===== src/rtl/cp0_pkg.sv =====
// Shared coprocessor-0 definitions: register numbers, field layout, PRId,
// exception handler address and exception codes used by fetch, decode and cp0.
package cp0_pkg;

  localparam logic [4:0] CP0_SR    = 5'd12;
  localparam logic [4:0] CP0_CAUSE = 5'd13;
  localparam logic [4:0] CP0_EPC   = 5'd14;
  localparam logic [4:0] CP0_PRID  = 5'd15;

  localparam int SR_IM_HI     = 15;
  localparam int SR_IM_LO     = 10;
  localparam int SR_EXL       = 1;
  localparam int SR_IE        = 0;
  localparam int CAUSE_BD     = 31;
  localparam int CAUSE_IP_HI  = 15;
  localparam int CAUSE_IP_LO  = 10;
  localparam int CAUSE_EXC_HI = 6;
  localparam int CAUSE_EXC_LO = 2;

  localparam logic [31:0] PRID_VALUE   = 32'h0000_4D44;
  localparam logic [31:0] HANDLER_ADDR = 32'h0000_4180;

  typedef enum logic [4:0] {
    EXC_INT     = 5'd0,
    EXC_ADEL    = 5'd4,
    EXC_ADES    = 5'd5,
    EXC_SYSCALL = 5'd8,
    EXC_RI      = 5'd10,
    EXC_OV      = 5'd12
  } exc_code_e;

  typedef struct packed {
    logic [5:0] im;
    logic       exl;
    logic       ie;
  } sr_t;

  typedef struct packed {
    logic       bd;
    logic [5:0] ip;
    logic [4:0] exc_code;
  } cause_t;

  // Architectural views: unimplemented bits always read as zero.
  function automatic logic [31:0] sr_word(input sr_t s);
    logic [31:0] w;
    w = '0;
    w[SR_IM_HI:SR_IM_LO] = s.im;
    w[SR_EXL]            = s.exl;
    w[SR_IE]             = s.ie;
    return w;
  endfunction

  function automatic logic [31:0] cause_word(input cause_t c);
    logic [31:0] w;
    w = '0;
    w[CAUSE_BD]                  = c.bd;
    w[CAUSE_IP_HI:CAUSE_IP_LO]   = c.ip;
    w[CAUSE_EXC_HI:CAUSE_EXC_LO] = c.exc_code;
    return w;
  endfunction

endpackage


===== src/rtl/cp0.sv =====
// Coprocessor 0: SR/Cause/EPC/PRId register file, mtc0/mfc0 access and the
// exception/interrupt request that redirects fetch to the handler.
module cp0
  import cp0_pkg::*;
(
  input  logic        clk,
  input  logic        reset,
  input  logic        en,
  input  logic [4:0]  CP0Add,
  input  logic [31:0] CP0In,
  output logic [31:0] CP0Out,
  input  logic [31:0] VPC,
  input  logic        BDIn,
  input  logic [4:0]  ExcCodeIn,
  input  logic [5:0]  HWInt,
  input  logic        EXLClr,
  output logic [31:0] EPCOut,
  output logic        Req
);

  sr_t         sr_q;
  cause_t      cause_q;
  logic [31:0] epc_q;

  logic        int_req;
  logic        exc_req;
  logic [31:0] epc_target;

  // NOTE: every signal written here gets a value on every path, so no latch is inferred.
  always_comb begin
    int_req    = (|(HWInt & sr_q.im)) & sr_q.ie & ~sr_q.exl;
    exc_req    = (ExcCodeIn != 5'd0) & ~sr_q.exl;
    // Reset masks the request so fetch never redirects while state is being cleared.
    Req        = (int_req | exc_req) & ~reset;
    epc_target = (BDIn ? (VPC - 32'd4) : VPC) & ~32'd3;
  end

  // NOTE: non-blocking assignments so every register samples the pre-edge state.
  always_ff @(posedge clk) begin
    if (reset) begin
      sr_q    <= '0;
      cause_q <= '0;
      epc_q   <= '0;
    end else begin
      cause_q.ip <= HWInt;
      if (Req) begin
        // A taken exception swallows any mtc0 or eret issued in the same cycle.
        sr_q.exl         <= 1'b1;
        cause_q.bd       <= BDIn;
        cause_q.exc_code <= int_req ? EXC_INT : ExcCodeIn;
        epc_q            <= epc_target;
      end else begin
        if (en && (CP0Add == CP0_SR)) begin
          sr_q <= '{im: CP0In[SR_IM_HI:SR_IM_LO], exl: CP0In[SR_EXL], ie: CP0In[SR_IE]};
        end
        if (en && (CP0Add == CP0_EPC)) begin
          epc_q <= CP0In;
        end
        if (EXLClr) begin
          sr_q.exl <= 1'b0;
        end
      end
    end
  end

  always_comb begin
    CP0Out = '0;
    case (CP0Add)
      CP0_SR:    CP0Out = sr_word(sr_q);
      CP0_CAUSE: CP0Out = cause_word(cause_q);
      CP0_EPC:   CP0Out = epc_q;
      CP0_PRID:  CP0Out = PRID_VALUE;
      default:   CP0Out = '0;
    endcase
  end

  assign EPCOut = epc_q;

endmodule


===== config.mk =====
export PLATFORM = sky130hd
export DESIGN_NAME = cp0
export DESIGN_NICKNAME = d
export VERILOG_FILES = /design/src/rtl/cp0_pkg.sv /design/src/rtl/cp0.sv
export SDC_FILE = /design/constraint.sdc
export NUM_CORES = 1
export LEC_CHECK = 0
export CORE_MARGIN = 10
export CORE_UTILIZATION = 35
export DETAILED_ROUTE_END_ITERATION = 8
export MAX_ROUTING_LAYER = met4
export PLACE_DENSITY = 0.67
export SYNTH_ARGS = -nofsm -noshare
export SYNTH_HDL_FRONTEND = slang
export SYNTH_SLANG_ARGS = --single-unit
export TNS_END_PERCENT = 1

===== constraint.sdc =====
create_clock -name clk -period 2.18 [get_ports clk]
set_input_delay 0.327 -clock clk [delete_from_list [all_inputs] [get_ports clk]]
set_output_delay 0.327 -clock clk [all_outputs]
set_load 0.01 [all_outputs]

---- Word level (Yosys, flattened, before mapping) ----
Cells that the tools add are included.
operators by class
  $add $sub $neg .......................... 1
  eq/ne operators ......................... 4
  multiplexer cells ....................... 8
  bitwise gates (word level) .............. 9
  reduce and logical (&&, ||, !) cells .... 8
operators with widths
  kind                   count
  $pmux 32 s4            1
  $mux 32                3
  $sub 32x3->32 const B  1
  $eq 5x4->1 const B     4
  $and 6x6->6            1
  $reduce_or 6->1        1
  $mux 5                 1
  $reduce_bool 5->1      1
  $and 1x1->1            4
  $not 1->1              3
  $reduce_bool 3->1      1
  $logic_and 1x1->1      2
  $mux 1                 2
  $mux 2                 1
  $reduce_and 2->1       1
  $reduce_bool 2->1      1
  $reduce_or 2->1        1
  $or 1x1->1             1
storage, ports and cells
  register bits ........................... 52
  input port bits ......................... 85
  output and inout port bits .............. 65
  logic and storage cells ................. 38

---- Depth between registers and ports, before layout ----
Gate-level depths: netlist of run 1.
  depth after elaboration ................. 8
  depth in mapped cells ................... 7

---- Worst setup path before layout of run 1 ----
OpenSTA, ideal clock, no wires.
  path kind ............................... input port to flip-flop
  from .................................... input port VPC[26]
  to ...................................... register epc_q[31] (netlist: EPCOut[31])
  arrival time ............................ 2.049 ns
  slack ................................... 0.040 ns
  stages on the path ...................... 4
  cell sequence ........................... or4_4 or4_4 or4b_1 a311oi_1
between the ends
  cells in the longest elaborated chain, start to end .. 3
ends and longest elaborated chain
  element               line       text
  from (decl)           cp0.sv:12  input logic [31:0] VPC,
  $sub 32x3->32         cp0.sv:35  epc_target = (BDIn ? (VPC - 32'd4) : VPC) & ~32'd3;
  $mux 32               cp0.sv:35
  $mux 32               cp0.sv:46  if (Req) begin
  to (signal assigned)  cp0.sv:51  epc_q <= epc_target;
  to (signal assigned)  cp0.sv:57  epc_q <= CP0In;
  to (decl)             cp0.sv:23  logic [31:0] epc_q;
Every way passes these cells.
A chain may end at the register's enable or synchronous reset.

---- Worst setup path in the final report of run 1 ----
  from .................................... input port VPC[24]
  to ...................................... register epc_q[31] (netlist: EPCOut[31])
Same word-level chain as after synthesis.

==> metrics list, run 1 <==
* Run status: finished with violations
- Violated checks: setup timing
- Count of H-tree levels built during CTS: 2
- Top-level I/O count: 150
- Sum of net half-perimeters after detailed placement: 11510 um
- Number of cells produced by synthesis: 412
* Share of synthesized area occupied by flip-flops and latches: about 30%
- Total DRC errors in the routed layout: 0
* Period Utilization, post-route: 102.0%
- dfxtp_1 is the most common cell in the netlist.
* Setup slack of the worst register-to-register path: between 0.2 and 0.25 ns
- Tracing the worst setup path back leads to its startpoint at VPC[24].
- Final ANT Viol Nets: 0
- Die ar.: approximately 0.014 mm^2
- Die width: 119.6 um
- Count of flip-flops with a built-in enable after synthesis: 0
- Clock-pin slew of the registers on the worst-case setup and hold paths: about 0.10 ns
- The most numerous cell type found on the critical path is or4_4.
* Routability cong.: 0.9030
- The via count of the first global-routing pass is between 4000 and 5000.
- After synthesis, the mean cell area works out to 8.424 um^2.
* Cell type of the slowest stage on the worst timing path: or4_4
- In this run, synthesis produced a sequential element count of 52.
- Fill cells: ~900
- Power per Cell Area: 424.9 mW/mm^2
- Worst reg2reg path endpoint: EPCOut[17]$_SDFFE_PP0P_
- Worst setup path endpoint: EPCOut[31]$_SDFFE_PP0P_
- At the later pin of the worst-skew pair, clock insertion delay measures slightly above 0.3 ns.
- YS warnings: 0
* Worst-path fanout max: 4
- RSZ-0062 raised after global routing: true
- The number of antenna diodes in the final layout is 0.
* Final core utilization: around 60%
- The final hold violation count is 0.
- Logic depth of the worst register-to-register path: 7
* Max Clock Skew: between 0.01 and 0.015 ns
- Number of antenna violations at the first check in global routing: 0
- Maximum clock rate: 0.4498 GHz
- Number of standard cells in the layout, taps in and fillers out: 754
- No sink is reached through more buffers than the 2 on the longest clock path.
- Router iterations before antenna repair: 5
- Traced cell by cell, the critical path runs through clkdlybuf4s50_1 > or4_4 > or4_4 > or4b_1 > a311oi_1.
- The most used flip-flop cell after synthesis is dfxtp_1.
- Setup Crit Path Kind: primary input to flip-flop
* Data required time at the worst endpoint: between 2 and 2.5 ns
* Startpoint of the lowest-slack register-to-register path: sr_q[3]$_SDFFE_PP0P_
* Final slew viol count: 0
- Num CTS Buffers: 5
- Syn-to-layout area delta: 67.92%
- Effective utilization at floorplan: between 30 and 40%
* Max Cap Violations: 0
* Sum of negative setup slack: -0.06271 ns
- The floorplan step defined a core boundary enclosing roughly 0.0097 mm^2.
- Global-route usage over all layers: 19.65%
- The analysis attributes to cell leakage a power of between 2 and 2.5 nW.
- The commonest cells after synthesis are dfxtp_1 (52), and3_1 (47), clkbuf_1 (30), a2111oi_0 (29), nor2_1 (20).
* Share of flip-flops with an asynchronous set or reset: 0%
* Share of the synthesized area in the top cell type: between 20% and 30%
* Iteration-0 DRC Markers: 293
* Core Rows: 36
- Slew of the pin with the lowest slew margin: between 0.5 and 0.6 ns
* Critical path launch point type: primary input
* Via total after detailed routing: 4154
* Seq. cell area: between 0.001 and 0.0015 mm^2
- Synth Cell Area: roughly 0.0035 mm^2
- Fraction of final layout cells sized beyond drive strength 1: between 20% and 30%
- In the final routed layout, each cell accounts on average for 19.20 um.
- Input/output buffers: approximately 150
* Worst setup slack after placement: -0.4515 ns
- Final period demand of the worst path: about 2.2 ns
* Fin area: a little under 0.006 mm^2
- Number of distinct library cell variants in the gate-level netlist after synthesis: 58
- TritonCTS built the clock tree.
- Cell taking the most area after synthesis: dfxtp_1
- After detailed routing, the number of vias per cell comes to about 5.5.
- Least setup slack across all paths after layout: -0.04328 ns
- Summing all placed instances gives a cell area of about 0.0057 mm^2.
* Count of placed standard cells including taps: approximately 750
- The clock net in this run drives a total of 52 sinks.
- After global routing the overflow that remains totals 0.
- Synth Net Count: around 500
- Summing all multi-input logic gate instances after layout gives 0.002293 mm^2.
- The worst hold path belongs to the class flip-flop to flip-flop.
- By area the synthesized netlist is led by dfxtp_1 (30%), and3_1 (8.5%), a2111oi_0 (7.3%).
* Final count of negative-setup-slack endpoints: 2
- Buffer type at the clock tree root: clkbuf_8
- Headroom to the max-slew limit came out at approximately three fifths.
- Across the VDD grid, the largest voltage drop is between 200 and 300 uV.
- Measured along the y axis, the die boundary spans ~120 um.
- The first global-routing pass estimated about 23000 um of wire.
- The final layout contains routed wiring with a total length of roughly 14000 um.
* Nets@finish: a little over 700
- The largest single stage delay on the critical path is 0.53 ns.
* CP Data Arrival Time: between 2 and 2.5 ns
- STA classifies the critical path endpoint as a flip-flop.
* Pin count of the biggest net entering global routing: 56
## state kept, by name (all words and copies together), names as in the netlist
signal,flops
EPCOut,32
cause_q,12
sr_q,8
## critical path: cells and delay by family
kind                   cells  cell delay [ns]
and+or+nand+nor            3             1.50
buffers and inverters      1             0.42
AOI/OAI and AO/OA          1             0.21
## power breakdown
part / total [mW] / switching (mW) / internal (mW)
combinational: 0.756 / 0.322 / 0.434
clock: 0.645 / 0.315 / 0.330
sequential: 1.08 / 0.0568 / 1.02
## per-layer routing
metal  routed length (um)  part of all wire (%)  track usage (%)  up-vias
met5                    0                     0                -        -
met4                  220                   1.5            4.525        0
met3                  579                   4.0            2.250       14
met2                 7452                    51            34.11      142
met1                 6224                    43            23.82     1966
li1                     -                     -                -     2032
## area by class of cell
class,count,area share [%]
clock buffers,5,1.181
repair buffers,245,38.04
flip-flops and latches,52,17.86
clock inverters,1,0.5152
inverters,3,0.1932
multi-input cells,315,39.35
well taps,133,2.855
## timing repair
item	in CTS	in global routing
resized for setup	36	53
pin swaps	6	1
setup endpoints to repair	39	40
hold buffers	0	0
setup buffers	0	1
gates cloned	0	1
## through the flow
stage	power (mW)	hold WS (ns)
after global routing	2.585	0.5466
after floorplan	1.339	0.4552
after global placement	1.821	0.4749
after detailed placement	1.832	0.4910
final	2.476	0.5105
after CTS	2.458	0.5080
## worst min-delay path by stage
stage / depth (start not counted) / start / slack (ns) / endpoint
after floorplan: 1 / HWInt[5] / 0.46 / cause_q[10]$_SDFF_PP0_
after global placement: 2 / sr_q[0]$_SDFFE_PP0P_ / 0.47 / sr_q[0]$_SDFFE_PP0P_
after detailed placement: 2 / cause_q[0]$_SDFFE_PP0N_ / 0.49 / cause_q[0]$_SDFFE_PP0N_
after CTS: 2 / sr_q[5]$_SDFFE_PP0P_ / 0.51 / sr_q[5]$_SDFFE_PP0P_
after global routing: 2 / sr_q[5]$_SDFFE_PP0P_ / 0.55 / sr_q[5]$_SDFFE_PP0P_
final: 2 / sr_q[5]$_SDFFE_PP0P_ / 0.51 / sr_q[5]$_SDFFE_PP0P_
## logic make-up after synthesis
family,after synthesis,share of synthesized area (%)
AOI/OAI and AO/OA,110,24.37
xor gates and xnor gates,12,3.028
adders and majority gates,1,0.3604
buffers and inverters,45,7.030
DFF,52,29.99
muxes,16,4.614
and+or+nand+nor,176,30.61
## cell usage in the layout (no fill, tap or decap), drive strengths merged, types with 12 or more instances in the layout
cell | netlist | layout
clkdlybuf4s50 | 1 | 112
buf | 4 | 98
dfxtp | 52 | 52
and3 | 47 | 47
a2111oi | 29 | 29
nor2 | 20 | 20
a311oi | 18 | 18
clkbuf | 34 | 18
nand2 | 17 | 17
mux2i | 16 | 16
o21ai | 15 | 15
dlygate4sd2 | 1 | 15
nand2b | 14 | 14
nand3 | 13 | 13
a211oi | 12 | 12
No activity file was read; power rests on OpenSTA's default activity.
==> inputs of run 2 (changes only) <==
--- a/config.mk
+++ b/config.mk
@@ -5,6 +5,7 @@
 export SDC_FILE = /design/constraint.sdc
 export NUM_CORES = 1
 export LEC_CHECK = 0
+export CAP_MARGIN = 20
 export CORE_MARGIN = 10
 export CORE_UTILIZATION = 35
 export DETAILED_ROUTE_END_ITERATION = 8
==> results of run 2 <==
The final DEF is identical to that of run 1; final timing and power are the same.
==> patch 1 (settings of run 2) <==
Add an input register stage for `VPC`, without a reset; this delays it by one clock. The other inputs are not delayed to match.
--- a/src/rtl/cp0.sv
+++ b/src/rtl/cp0.sv
@@ -18,6 +18,12 @@
   output logic        Req
 );
 
+  logic [31:0] VPC_q;
+
+  always_ff @(posedge clk) begin
+    VPC_q <= VPC;
+  end
+
   sr_t         sr_q;
   cause_t      cause_q;
   logic [31:0] epc_q;
@@ -32,7 +38,7 @@
     exc_req    = (ExcCodeIn != 5'd0) & ~sr_q.exl;
     // Reset masks the request so fetch never redirects while state is being cleared.
     Req        = (int_req | exc_req) & ~reset;
-    epc_target = (BDIn ? (VPC - 32'd4) : VPC) & ~32'd3;
+    epc_target = (BDIn ? (VPC_q - 32'd4) : VPC_q) & ~32'd3;
   end
 
   // NOTE: non-blocking assignments so every register samples the pre-edge state.
Check against the original RTL: not equivalent (a bounded check fails within 4 cycles, from zero or initial values and one cycle with reset high).
==> patch 1 against run 2 <==
The run still ends with setup timing left; cell area is 2.7% higher; total power increased by 44%; routed wire length fell by 9.3%; fmax is 1.4% lower; worst setup slack worse by 0.031 ns; synthesized cell count down 0.97%; first-iteration DRC count decreased by 61%; clock power is 86% higher; utilization decreased by 4.7 points; count of clock-buffer cells in the layout grew 5; die area increased by 9.4%; area after synthesis increased by 11%; sequential cell count grew 30; critical endpoint is now CP0Out[9].
==> patch 1: results (changes against run 2) <==
clock_tree:
  cts_buffers: 9  # +4
  cts_max_level: 3  # +1
outcome:
  status: "finished with violations"
  violations: "setup timing"
sta:
  worst_clock_skew_ns: 0.00670  # -0.00492 ns
  finalSetupViolCount: 5  # +3
  slew_headroom_pct: 60.5  # -1.1 points
  setup_slack_ns: -0.0742  # -0.0309 ns
worst_hold_path:
  hp-class: "primary input to flip-flop"
setup_path:
  slowest_delay_ns: 0.46  # -0.07 ns
  crit_slowest_cell: "clkdlybuf4s50_1"
  worstPathArrival_ns: 1.93  # -0.52 ns
placed_design:
  gp_congestion: 0.898  # -0.58%
  placedCellCount: 704  # -5.6%
  dp_hpwl_um: 10400  # -9.7%
routing:
  wire_per_inst_um: 18.1  # -6.0%
  drt-met1-wl_um: 6050  # -2.8%
  drt_iter0_drc: 114  # -61%
  route.met2.wl_um: 6300  # -16%
power_and_ir_drop:
  peakVddDrop_v: 0.000369  # +32%
layout:
  fin_nets: 668  # -5.6%
grt:
  met1_usage_pct: 19.5  # -4.4 points
  grt_pass1_wl_um: 20300  # -11%
  first_global_vias: 3713  # -12%
logic_synthesis:
  ys_types: 44  # -24%
  seq_area_frac_synth_pct: 42.5  # +13 points
[patch 1: cell families after synthesis]
group           Yosys count  share of synthesized area, %
simple gates            158                          23.6
fa+ha+maj                 1                         0.324
xor+xnor                 29                          6.58
buf+inv                  31                          3.53
mux                      36                          9.33
compound gates           71                          14.1
flops                    82                          42.5
[patch 1: stage by stage]
stage | total power, µW | worst slack [ns] | utilization [%] | hold WS (ns)
after floorplan | 1990 | 0.0963 | - | 0.355
after global placement | 2370 | -0.425 | 52.5 | 0.465
after detailed placement | 2380 | -0.437 | 52.5 | 0.495
after CTS | 3580 | -0.242 | 54.9 | 0.399
after global routing | 3730 | -0.169 | 55.2 | 0.377
final | 3560 | -0.0742 | 55.2 | 0.414
[patch 1: layout make-up]
type | instances | area, µm²
clock buffers | 10 | 128
flip-flops and latches | 82 | 1640
repair buffers | 189 | 1780
multi-input cells | 295 | 2150
inverters | 5 | 18.8
well taps | 140 | 175
fillers | 985 | 4860
clock inverters | 6 | 91.3
[patch 1: final timing paths]
check,startpoint,endpoint,depth (start not counted)
worst max-delay path,CP0Add[2],CP0Out[9],7
worst min-delay path,VPC[26],VPC_q[26]$_DFF_P_,1
worst max register to register,VPC_q[22]$_DFF_P_,EPCOut[31]$_SDFFE_PP0P_,5
worst min register to register,cause_q[11]$_SDFFE_PP0N_,cause_q[11]$_SDFFE_PP0N_,2
[patch 1: power groups by stage]
stage / Sequential [µW] / Clock, µW / Combinational (µW)
floorplan: 1720 / 0 / 270
global placement: 1720 / 0 / 647
detailed placement: 1730 / 0 / 656
CTS: 1690 / 1230 / 663
global route: 1710 / 1300 / 719
finish: 1690 / 1200 / 668
[patch 1: timing repair]
item,4_1_cts,5_1_grt
setup endpoints to repair,36,58
gates cloned,2,0
buffers inserted,3,2
pin swaps,1,2
resized for setup,57,37
==> patch 2 (flow settings as in run 2) <==
Made on the original files. Put one more register stage on the output `EPCOut`, cleared by the reset. The value now appears one clock later. The other outputs are not delayed to match.
--- a/src/rtl/cp0.sv
+++ b/src/rtl/cp0.sv
@@ -74,7 +74,13 @@
     endcase
   end
 
-  assign EPCOut = epc_q;
+  always_ff @(posedge clk) begin
+    if (reset) begin
+      EPCOut <= '0;
+    end else begin
+      EPCOut <= epc_q;
+    end
+  end
 
 endmodule
 
Function: changed (Yosys sat finds a counterexample within 4 cycles, from zero or initial values and one cycle with reset high).
==> patch 2 against run 2 <==
The flow still finishes with violations (setup timing); die area grew 14%; clock skew shrank 0.0039 ns; worst setup slack worse by 0.11 ns; via count fell by 1.2%; global-route usage is 2.1 points lower; count of clock-buffer cells in the layout increased by 7; hold slack worse by 0.034 ns; sequential cell count increased by 32; cell area is 11% higher; total power is 65% higher; routed wire length fell by 0.17%; area after synthesis up 17%.
==> patch 2: results (changes against run 2) <==
setup_path:
  critPathLaunch: "VPC[25]"
  slowest_delay_ns: 0.57  # +0.04 ns
  r2r-end: "epc_q[30]$_SDFFE_PP0P_"
  worstPathArrival_ns: 2.54  # +0.09 ns
  cpLargestDelayFamily: "simple AND/OR/NAND/NOR gates"
  crit_slowest_cell: "or4_4"
  rr_worst_depth: 7  # unchanged
  r2r_setup_slack_ns: 0.25
  critPathMaxFanout: 4  # unchanged
  cp-endpoint: "epc_q[31]$_SDFFE_PP0P_"
  r2r-start: "sr_q[4]$_SDFFE_PP0P_"
routing:
  wire_per_inst_um: 18.1  # -5.9%
  final_antenna_net_count: 0  # unchanged
  drt_iter0_drc: 242  # -17%
  first_pass_iters: 4  # -1
  vias: 4104  # -1.2%
logic_synthesis:
  ys_types: 54  # -6.9%
  yosysWarnings: 0  # unchanged
  seq_area_frac_synth_pct: 41.3  # +11 points
  synth_common_cells: "dfxtp_1, nor2b_1, nand2_1, nor2_1, a211oi_1"
  synth.top_cell.area_share_pct: 41.3  # +11 points
  syn-num-nets: 542  # +8.8%
  synth_area_leaders: "dfxtp_1, nor2b_1, a211oi_1"
  synthFlopType: "dfxtp_1"
  synth_area_per_cell_um2: 8.94  # +6.1%
  async_flop_share_pct: 0  # unchanged
worst_hold_path:
  min_path_cells: 1  # -1
  holdPathEnd: "EPCOut[27]$_SDFF_PP0_"
  hp-start: "epc_q[27]$_SDFFE_PP0P_"
  hp-class: "flip-flop to flip-flop"
placed_design:
  portBuffers: 147  # unchanged
  dp_hpwl_um: 11200  # -2.4%
  placedCellCount: 782  # +4.8%
  dp_slack_ns: -0.525  # -0.0739 ns
  gp_congestion: 0.875  # -3.1%
sta:
  worst_clock_skew_ns: 0.00768  # -0.00395 ns
  finalSetupViolCount: 5  # +3
  finalMaxSlewViolations: 0  # unchanged
  setup_slack_ns: -0.156  # -0.113 ns
  slew_headroom_pct: 63.0  # +1.4 points
outcome:
  violations: "setup timing"
  status: "finished with violations"
grt:
  grt_max_degree: 53  # -5.4%
  first_global_vias: 4162  # -1.7%
  antenna_found_initial: 0  # unchanged
  grtUsageTotal_pct: 17.5  # -2.1 points
  grt_pass1_wl_um: 22300  # -2.1%
power_and_ir_drop:
  p_leak_uw: 0.00266  # +9.1%
  peakVddDrop_v: 0.000406  # +45%
layout:
  fin_nets: 739  # +4.4%
  instances_no_fill: 800  # +6.1%
  drive_above_1_share_pct: 19.2  # -3.8 points
  antenna_cells: 0  # unchanged
  reg.largest.list: "EPCOut (32), epc_q (32), cause_q (12)"
clock_tree:
  cts_max_level: 3  # +1
  cts_buffers: 9  # +4
  clockBufferDepth: 2  # unchanged
  path_clk_slew_ns: 0.06  # -0.04 ns
  clock_latency_ns: 0.34  # +0.03 ns
  cts_root_buffer: "clkbuf_16"
[patch 2: changes by cell type in the layout (fill, tap and decap cells not counted), sizes merged, moves of 6 or more]
cell,run 2,this run
and3,47,19
a211oi,12,34
nand2,17,38
dfxtp,52,84
buf,98,73
clkbuf,18,24
a22o,0,9
nor2,20,38
o31ai,11,2
mux2i,16,10
nand2b,14,0
nor2b,7,56
a2111oi,29,0
xnor2,5,19
[patch 2: power breakdown]
group	leakage, µW	switching, µW	total, µW	internal [µW]
logic	0.00181	297	690	393
registers	0.000690	61.7	1700	1640
clock network	0.000159	620	1680	1060
[patch 2: per-layer routing]
metal | share of wire (%) | track usage, % | vias up
met5 | 0 | - | -
met4 | 2.0 | 6.75 | 0
met3 | 4.7 | 3.31 | 18
met2 | 50 | 29.4 | 116
met1 | 43 | 20.3 | 1936
li1 | - | - | 2034
[patch 2: repair_timing]
item	CTS	global route
pin swaps	5	3
setup buffers	0	3
setup endpoints to repair	40	31
gates resized for setup	42	43
[patch 2: kinds of logic after synthesis]
kind of cell,Yosys count,synth area share [%]
xor gates and xnor gates,24,5.16
adders and majority gates,1,0.307
buffers and inverters,37,4.91
muxes,10,2.46
AOI/OAI and AO/OA,93,17.1
DFF,84,41.3
and+or+nand+nor,207,28.8
[patch 2: through the flow]
step                      instance area (µm²)  setup TNS, ns  hold slack, ns
final                                    6450         -0.444           0.476
after global routing                     6450         -0.877           0.481
after CTS                                6450         -0.917           0.476
after detailed placement                 6110         -18.22           0.457
after global placement                   6110         -16.02           0.457
after floorplan                          4080              0           0.410
[patch 2: area by class of cell]
class / instances / area [µm²]
sequential: 84 / 1680
timing repair buffer: 217 / 1980
tap: 143 / 179
inverter: 6 / 22.5
clock inverter: 3 / 68.8
fill: 1057 / 4970
clock buffer: 12 / 256
multi-input combinational: 335 / 2270
